===== src/rtl/muldiv_pkg.sv =====
// Shared encodings and constants for the RV32M multiply/divide sequencer.
package muldiv_pkg;

  typedef enum logic [2:0] {
    OP_MUL    = 3'd0,
    OP_MULH   = 3'd1,
    OP_MULHU  = 3'd2,
    OP_MULHSU = 3'd3,
    OP_DIV    = 3'd4,
    OP_DIVU   = 3'd5,
    OP_REM    = 3'd6,
    OP_REMU   = 3'd7
  } op_e;

  localparam logic [1:0] ST_IDLE = 2'd0;
  localparam logic [1:0] ST_MUL  = 2'd1;
  localparam logic [1:0] ST_DIV  = 2'd2;
  localparam logic [1:0] ST_DONE = 2'd3;

  localparam int          DIV_ITERS  = 32;
  localparam logic [31:0] DIV_ZERO_Q = 32'hFFFF_FFFF;
  localparam logic [31:0] INT_MIN    = 32'h8000_0000;

  // Magnitude of a 32-bit operand; only negated when it is treated as signed.
  function automatic logic [31:0] abs32(input logic [31:0] v, input logic is_signed);
    return (is_signed && v[31]) ? -v : v;
  endfunction

endpackage


===== src/rtl/muldiv_div_core.sv =====
// Unsigned restoring divider: one quotient bit per cycle, DIV_ITERS iterations after start.
module muldiv_div_core
  import muldiv_pkg::*;
(
  input  logic        clk,
  input  logic        reset_n,
  input  logic        start,
  input  logic        clear,
  input  logic [31:0] dividend,
  input  logic [31:0] divisor,
  output logic        done,
  output logic [31:0] quotient,
  output logic [31:0] remainder
);

  logic [31:0] rem_q;
  logic [31:0] quo_q;
  logic [31:0] dvs_q;
  logic [4:0]  cnt_q;
  logic        run_q;
  logic        done_q;
  logic [32:0] shifted;
  logic [32:0] diff;
  logic        fits;

  // NOTE: every signal written in always_comb is assigned on every path, so no latch is inferred.
  always_comb begin
    shifted = {rem_q, quo_q[31]};
    diff    = shifted - {1'b0, dvs_q};
    fits    = shifted[32] || !diff[32];
  end

  // NOTE: sequential state uses non-blocking assignments only, with the async reset as the first branch.
  always_ff @(posedge clk or negedge reset_n) begin
    if (!reset_n) begin
      rem_q  <= '0;
      quo_q  <= '0;
      dvs_q  <= '0;
      cnt_q  <= '0;
      run_q  <= 1'b0;
      done_q <= 1'b0;
    end else if (clear) begin
      cnt_q  <= '0;
      run_q  <= 1'b0;
      done_q <= 1'b0;
    end else if (start) begin
      rem_q  <= '0;
      quo_q  <= dividend;
      dvs_q  <= divisor;
      cnt_q  <= '0;
      run_q  <= 1'b1;
      done_q <= 1'b0;
    end else begin
      done_q <= 1'b0;
      if (run_q) begin
        if (fits) begin
          rem_q <= diff[31:0];
          quo_q <= {quo_q[30:0], 1'b1};
        end else begin
          rem_q <= shifted[31:0];
          quo_q <= {quo_q[30:0], 1'b0};
        end
        // The counter stops at its last value instead of wrapping.
        if (cnt_q == 5'(DIV_ITERS - 1)) begin
          run_q  <= 1'b0;
          done_q <= 1'b1;
        end else begin
          cnt_q <= cnt_q + 5'd1;
        end
      end
    end
  end

  assign done      = done_q;
  assign quotient  = quo_q;
  assign remainder = rem_q;

endmodule


===== src/rtl/muldiv_seq.sv =====
// RV32M multiply/divide sequencer: valid/ready request, fixed-latency multiply,
// restoring divide with a 1-cycle special-case path, and a flush that abandons any operation.
module muldiv_seq
  import muldiv_pkg::*;
#(
  parameter int MUL_LAT = 2
) (
  input  logic        clk,
  input  logic        reset_n,
  input  logic        req_valid,
  output logic        req_ready,
  input  logic [31:0] data1,
  input  logic [31:0] data2,
  input  logic [2:0]  select,
  input  logic        flush,
  output logic        resp_valid,
  input  logic        resp_ready,
  output logic [31:0] result,
  output logic        busy
);

  logic [1:0]  state_q;
  logic [2:0]  op_q;
  logic        sign_a_q;
  logic        sign_b_q;
  logic        fast_q;
  logic [1:0]  mul_cnt_q;
  logic [31:0] result_q;
  logic [63:0] prod_q [MUL_LAT];

  logic        accept;
  logic        div_signed;
  logic        special;
  logic [31:0] special_val;
  logic        a_sgn;
  logic        b_sgn;
  logic signed [63:0] full_prod;

  logic        core_start;
  logic        core_done;
  logic [31:0] core_q;
  logic [31:0] core_r;
  logic [31:0] div_result;
  logic        neg_q;
  logic        neg_r;

  assign req_ready  = (state_q == ST_IDLE) && !flush;
  assign accept     = req_valid && req_ready;
  assign resp_valid = (state_q == ST_DONE);
  assign busy       = (state_q != ST_IDLE);
  assign result     = result_q;

  always_comb begin
    div_signed  = !select[0];
    special     = 1'b0;
    special_val = DIV_ZERO_Q;
    if (data2 == '0) begin
      special     = select[2];
      special_val = select[1] ? data1 : DIV_ZERO_Q;
    end else if (div_signed && data1 == INT_MIN && data2 == '1) begin
      special     = select[2];
      special_val = select[1] ? 32'h0 : INT_MIN;
    end
    a_sgn     = (select != OP_MULHU);
    b_sgn     = (select == OP_MUL) || (select == OP_MULH);
    full_prod = $signed({a_sgn & data1[31], data1}) * $signed({b_sgn & data2[31], data2});
  end

  always_comb begin
    neg_q      = !op_q[0] && (sign_a_q ^ sign_b_q);
    neg_r      = !op_q[0] && sign_a_q;
    div_result = op_q[1] ? (neg_r ? -core_r : core_r)
                         : (neg_q ? -core_q : core_q);
  end

  assign core_start = accept && select[2] && !special;

  muldiv_div_core u_div_core (
    .clk       (clk),
    .reset_n   (reset_n),
    .start     (core_start),
    .clear     (flush),
    .dividend  (abs32(data1, div_signed)),
    .divisor   (abs32(data2, div_signed)),
    .done      (core_done),
    .quotient  (core_q),
    .remainder (core_r)
  );

  // NOTE: the product pipeline is pure datapath gated by the FSM, so it carries no reset.
  always_ff @(posedge clk) begin
    if (accept) prod_q[0] <= full_prod;
    for (int i = 1; i < MUL_LAT; i++) prod_q[i] <= prod_q[i-1];
  end

  always_ff @(posedge clk or negedge reset_n) begin
    if (!reset_n) begin
      state_q   <= ST_IDLE;
      op_q      <= OP_MUL;
      sign_a_q  <= 1'b0;
      sign_b_q  <= 1'b0;
      fast_q    <= 1'b0;
      mul_cnt_q <= '0;
      result_q  <= '0;
    end else if (flush) begin
      state_q <= ST_IDLE;
      fast_q  <= 1'b0;
    end else begin
      case (state_q)
        ST_IDLE: if (accept) begin
          op_q      <= select;
          sign_a_q  <= data1[31];
          sign_b_q  <= data2[31];
          mul_cnt_q <= '0;
          if (!select[2]) begin
            state_q <= ST_MUL;
          end else begin
            // Special cases park in DIV for one cycle with the answer already in place.
            state_q <= ST_DIV;
            fast_q  <= special;
            if (special) result_q <= special_val;
          end
        end
        ST_MUL: begin
          if (mul_cnt_q == 2'(MUL_LAT - 1)) begin
            state_q  <= ST_DONE;
            result_q <= (op_q == OP_MUL) ? prod_q[MUL_LAT-1][31:0] : prod_q[MUL_LAT-1][63:32];
          end else begin
            mul_cnt_q <= mul_cnt_q + 2'd1;
          end
        end
        ST_DIV: begin
          if (fast_q) begin
            state_q <= ST_DONE;
            fast_q  <= 1'b0;
          end else if (core_done) begin
            state_q  <= ST_DONE;
            result_q <= div_result;
          end
        end
        ST_DONE: if (resp_ready) state_q <= ST_IDLE;
        default: state_q <= ST_IDLE;
      endcase
    end
  end

endmodule


===== config.mk =====
export PLATFORM = sky130hd
export DESIGN_NAME = muldiv_seq
export DESIGN_NICKNAME = d
export VERILOG_FILES = /design/src/rtl/muldiv_pkg.sv /design/src/rtl/muldiv_div_core.sv /design/src/rtl/muldiv_seq.sv
export SDC_FILE = /design/constraint.sdc
export NUM_CORES = 2
export LEC_CHECK = 0
export BUFFER_PORTS_ARGS = -buffer_cell sky130_fd_sc_hd__buf_2
export CAP_MARGIN = 20
export CORE_MARGIN = 2
export CORE_UTILIZATION = 65
export CTS_CLUSTER_DIAMETER = 120
export DETAILED_ROUTE_END_ITERATION = 10
export GPL_ROUTABILITY_DRIVEN = 0
export PLACE_DENSITY = 0.83
export SLEW_MARGIN = 20
export SYNTH_ARGS = -nofsm -noshare
export SYNTH_HDL_FRONTEND = slang
export SYNTH_SLANG_ARGS = --single-unit
export TNS_END_PERCENT = 100

===== constraint.sdc =====
create_clock -name clk -period 4.9 [get_ports clk]
set_input_delay 0.735 -clock clk [delete_from_list [all_inputs] [get_ports clk]]
set_output_delay 0.735 -clock clk [all_outputs]
set_load 0.03 [all_outputs]

==> flow_metrics.tcl, run 1 <==
set metrics [dict create \
    syn_inst 5981 \
    endpoint_type "register data pin" \
    stop_stage "global routing (5_1_grt)" \
    ys_types 75 \
    error "[ERROR GRT-0232] Routing congestion too high. Check the congestion heatmap in the GUI." \
    synth_nets 7435 \
    synth_top_area_share_pct 42.3 \
    die_h_um 290 \
    synth_enable_flop_cells 64 \
    synth-compound-area-share_pct 7.44 \
    synth_seq_cells 273 \
    synth_xor_area_share_pct 3.54 \
    yosys.area.top_type "fa_1" \
    die-width_um 290 \
    yosysWarningCount 0 \
    synth.yosys.seq_area_share_pct 12.8 \
    synth_most_common_cell "inv_1" \
    grt_use_total_pct 68.6 \
    place_hpwl_um 138000 \
    synthArstFlopShare_pct 53.1 \
    cts_sinks 273 \
    postGrtWorstEndpoint "prod_q[0][62]$_DFFE_PP_/D" \
    postSynthAreaPerCell_um2 8.90 \
    placementRows 104 \
    io_pins 107 \
    synth_top_family_by_area "adder cells" \
    gr-total-overflow 2 \
    synth-simple-area-share_pct 14.8 \
    yosys.area_share.adder_pct 48.4 \
    clockRootBuffer "clkbuf_16" \
    h-tree-depth 1 \
    netlist_area_mm2 0.0532 \
    status "aborted with a tool error" \
    synth_common_cells "1262 x inv_1, 1126 x fa_1, 1057 x nand2_1" \
    netlist_top_cells_area "fa_1 42%, inv_1 8.9%, nand2_1 7.5%, dfrtp_1 6.8%, ha_1 6.0%" \
    cts_inserted_buffers 28 \
    muxShareOfSynthArea_pct 1.41 \
    initial_core_util_pct 65.9 \
    port_buffers 106 \
    antenna_found_initial 65 \
    cts_buffer_depth 3 \
    hold_buffers 0 \
    synth_ff_type "dfrtp_1" \
    grt_max_degree 69 \
    placedCellCount 7354 \
]
==> metrics by stage <==
stage | utilization, % | instance area (um2) | setup WS (ns) | hold slack, ns
after floorplan | - | 54600 | -3.45 | 0.323
after global placement | 73.3 | 59200 | -3.85 | 0.324
after detailed placement | 73.3 | 59200 | -4.02 | 0.328
after CTS | 77.6 | 62700 | -2.95 | 0.177
==> logic make-up after synthesis <==
| kind of cell | Yosys count |
|---|---|
| xor+xnor | 215 |
| simple gates | 1772 |
| flops | 273 |
| fa+ha+maj | 1382 |
| mux | 66 |
| compound gates | 640 |
| buf+inv | 1633 |
==> timing repair <==
item,in CTS
cloned,6
setup buffers,75
resized for setup,405
setup endpoints to repair,56
pin swaps,221
==> per-layer routing <==
metal	GRT usage (%)	GRT overflow
met5	40.6	0
met4	66.1	0
met3	60.3	1
met2	81.0	1
met1	66.7	0
==> run 2, diff against run 1 <==
--- a/config.mk
+++ b/config.mk
@@ -8,11 +8,10 @@
 export BUFFER_PORTS_ARGS = -buffer_cell sky130_fd_sc_hd__buf_2
 export CAP_MARGIN = 20
 export CORE_MARGIN = 2
-export CORE_UTILIZATION = 65
-export CTS_CLUSTER_DIAMETER = 120
+export CORE_UTILIZATION = 40
 export DETAILED_ROUTE_END_ITERATION = 10
 export GPL_ROUTABILITY_DRIVEN = 0
-export PLACE_DENSITY = 0.83
+export PLACE_DENSITY_LB_ADDON = 0.15
 export SLEW_MARGIN = 20
 export SYNTH_ARGS = -nofsm -noshare
 export SYNTH_HDL_FRONTEND = slang
==> run 2 against run 1 <==
Compared with the run above:
- the flow now finishes, with violations (negative setup slack)
- synthesized area unchanged
- synthesized cell count unchanged
==> flow_metrics.tcl, run 2 <==
set metrics [dict create \
    status "finished, violations left" \
    violations "negative setup slack" \
    initial_core_util_pct 40.4 \
    hold-worst-slack_ns 0.223 \
    path_class "in2reg" \
    cp_common_cell "fa_1" \
    final_nets 7927 \
    cp_max_fo 12 \
    slew_violations 0 \
    drive_above_1_share_pct 19.2 \
    synthArstFlopShare_pct 53.1 \
    die_area_mm2 0.136 \
    slew_headroom_pct 30.9 \
    finalHoldViolations 0 \
    finalSetupViolCount 55 \
    port_buffers 106 \
    synth_most_common_cell "inv_1" \
    synth_ff_type "dfrtp_1" \
    skew_ns 0.0329 \
    crit_arrival_ns 8.25 \
    grt_pass1_vias 44721 \
    fill_cells 12583 \
    yosysWarningCount 0 \
    hold_buffers 0 \
    fmax_mhz 126 \
    cap_violations 0 \
    gr-total-overflow 0 \
    dr.pass1.iters 5 \
    finalWorstSetupSlack_ns -3.05 \
    synth_top_area_share_pct 42.3 \
    crit_required_ns 5.20 \
    drtIter0Drc 2926 \
    multi_input_area_mm2 0.0420 \
    regArea_mm2 0.00683 \
    via_per_inst 5.10 \
    grt_use_total_pct 26.4 \
    startpoint_type "input port" \
    fp.coreArea_mm2 0.132 \
    clk_latency_ns 0.56 \
    grt_max_degree 77 \
    largest_reg_flops 128 \
    avgRoutedWirePerCell_um 21.7 \
    clockRootBuffer "clkbuf_16" \
    vias 42125 \
    antenna_left 0 \
    hold_class "in2async" \
    final_common_cell "inv_1" \
    cts_buffer_depth 3 \
    cts_sinks 273 \
    postSynthAreaPerCell_um2 8.90 \
    syn_inst 5981 \
    min_period_over_period_pct 162 \
    path_clk_slew_ns 0.06 \
    cts_inserted_buffers 34 \
    grt_pass1_wl_um 274000 \
    fin_crit_ns 7.95 \
    grtUsageMet2_pct 43.4 \
    die_h_um 369 \
    placementRows 133 \
    rsz0062_at_grt "yes" \
    synth_enable_flop_cells 64 \
    synth_common_cells "1262 x inv_1, 1126 x fa_1, 1057 x nand2_1" \
    drc 0 \
    crit_family "adder cells" \
    yosys.area.top_type "fa_1" \
    largest-register "prod_q" \
    die-width_um 369 \
    synth_seq_cells 273 \
    ys_types 75 \
    antenna_found_initial 4 \
    place_hpwl_um 148000 \
    syn_to_final_growth_pct 21.7 \
    wirelength_um 179000 \
    busiest_layer "met2" \
    use_met1_pct 36.8 \
    netlist_area_mm2 0.0532 \
    slowest_delay_ns 0.62 \
    synth.yosys.seq_area_share_pct 12.8 \
    tightest_slew_ns 1.04 \
    endpoint_kind "flip-flop" \
    synth_nets 7435 \
    use_met3_pct 2.32 \
    cts_tree "built" \
    final_cell_mix "1222 x inv_1, 1087 x fa_1, 1038 x nand2_1, 569 x buf_4, 229 x and2_1" \
    io_pins 107 \
    h-tree-depth 2 \
    critPathSlowestCell "fa_2" \
    cp.buffers_inverters 14 \
    netlist_top_cells_area "fa_1 42%, inv_1 8.9%, nand2_1 7.5%, dfrtp_1 6.8%, ha_1 6.0%" \
]
## run 2: cell counts after synthesis
No cell type changed its count.
## run 2: kinds of logic (layout without fill, tap and decap cells)
kind of cell / count (synthesis) / after routing / share of synthesized area (%)
AO/OA/AOI/OAI: 640 / 640 / 7.44
XOR/XNOR: 215 / 215 / 3.54
adder cells (fa/ha/maj): 1382 / 1382 / 48.4
buffers and inverters: 1633 / 2150 / 11.6
flip-flops: 273 / 273 / 12.8
multiplexers: 66 / 66 / 1.41
other: 0 / 1 / 0
AND/OR/NAND/NOR: 1772 / 1772 / 14.8
## run 2: final cells by class
class | count | area share [%]
antenna | 1 | 0.00386
timing repair buffer | 827 | 12.1
inverter | 1262 | 7.32
clock inverter | 15 | 0.284
sequential | 273 | 10.5
multi-input combinational | 4075 | 64.9
clock buffer | 46 | 1.48
tap | 1755 | 3.39
## run 2: what timing repair did
| action | 4_1_cts | 5_1_grt |
|---|---|---|
| setup buffers | 36 | 75 |
| cloned | 0 | 5 |
| pin swaps | 59 | 170 |
| gates resized for setup | 200 | 263 |
| endpoints found under the setup margin | 56 | 56 |
## run 2: per-layer routing
layer  vias to the layer above  wire, um
met5                         -         0
met4                         0      6870
met3                       249      9320
met2                      1122     83900
met1                     21804     79000
li1                      18950         -
## run 2: per-stage QoR
stage	worst slack, ns	cells	utilization (%)	setup TNS, ns	cell area (um2)
2_1_floorplan	-3.45	5981	-	-116.47	54600
6_report	-3.05	8254	49.2	-117.75	64800
3_3_place_gp	-3.90	8097	46.0	-164.61	60700
4_1_cts	-3.08	8191	47.8	-119.99	63000
3_5_place_dp	-4.03	8097	46.0	-165.42	60700
5_1_grt	-3.28	8253	49.2	-128.12	64800
## run 2: path summary, 6_finish.rpt
kind / slack (ns) / startpoint / cells past startpoint / end
setup / recovery: -3.05 / select[1] / 32 / prod_q[0][54]
hold / removal: 0.22 / reset_n / 1 / fast_q
setup reg to reg: 0.97 / u_div_core.quotient[31] / 15 / u_div_core.remainder[27]
hold reg to reg: 0.34 / prod_q[0][44] / 0 / prod_q[0][108]
max in group asynchronous: 3.62 / reset_n / 2 / u_div_core.quotient[19]
min in group clk: 0.34 / prod_q[0][44] / 0 / prod_q[0][108]
Power of run 2 is not shown: default switching activity piles up to over one toggle a cycle in this logic, so the estimate is an artifact.
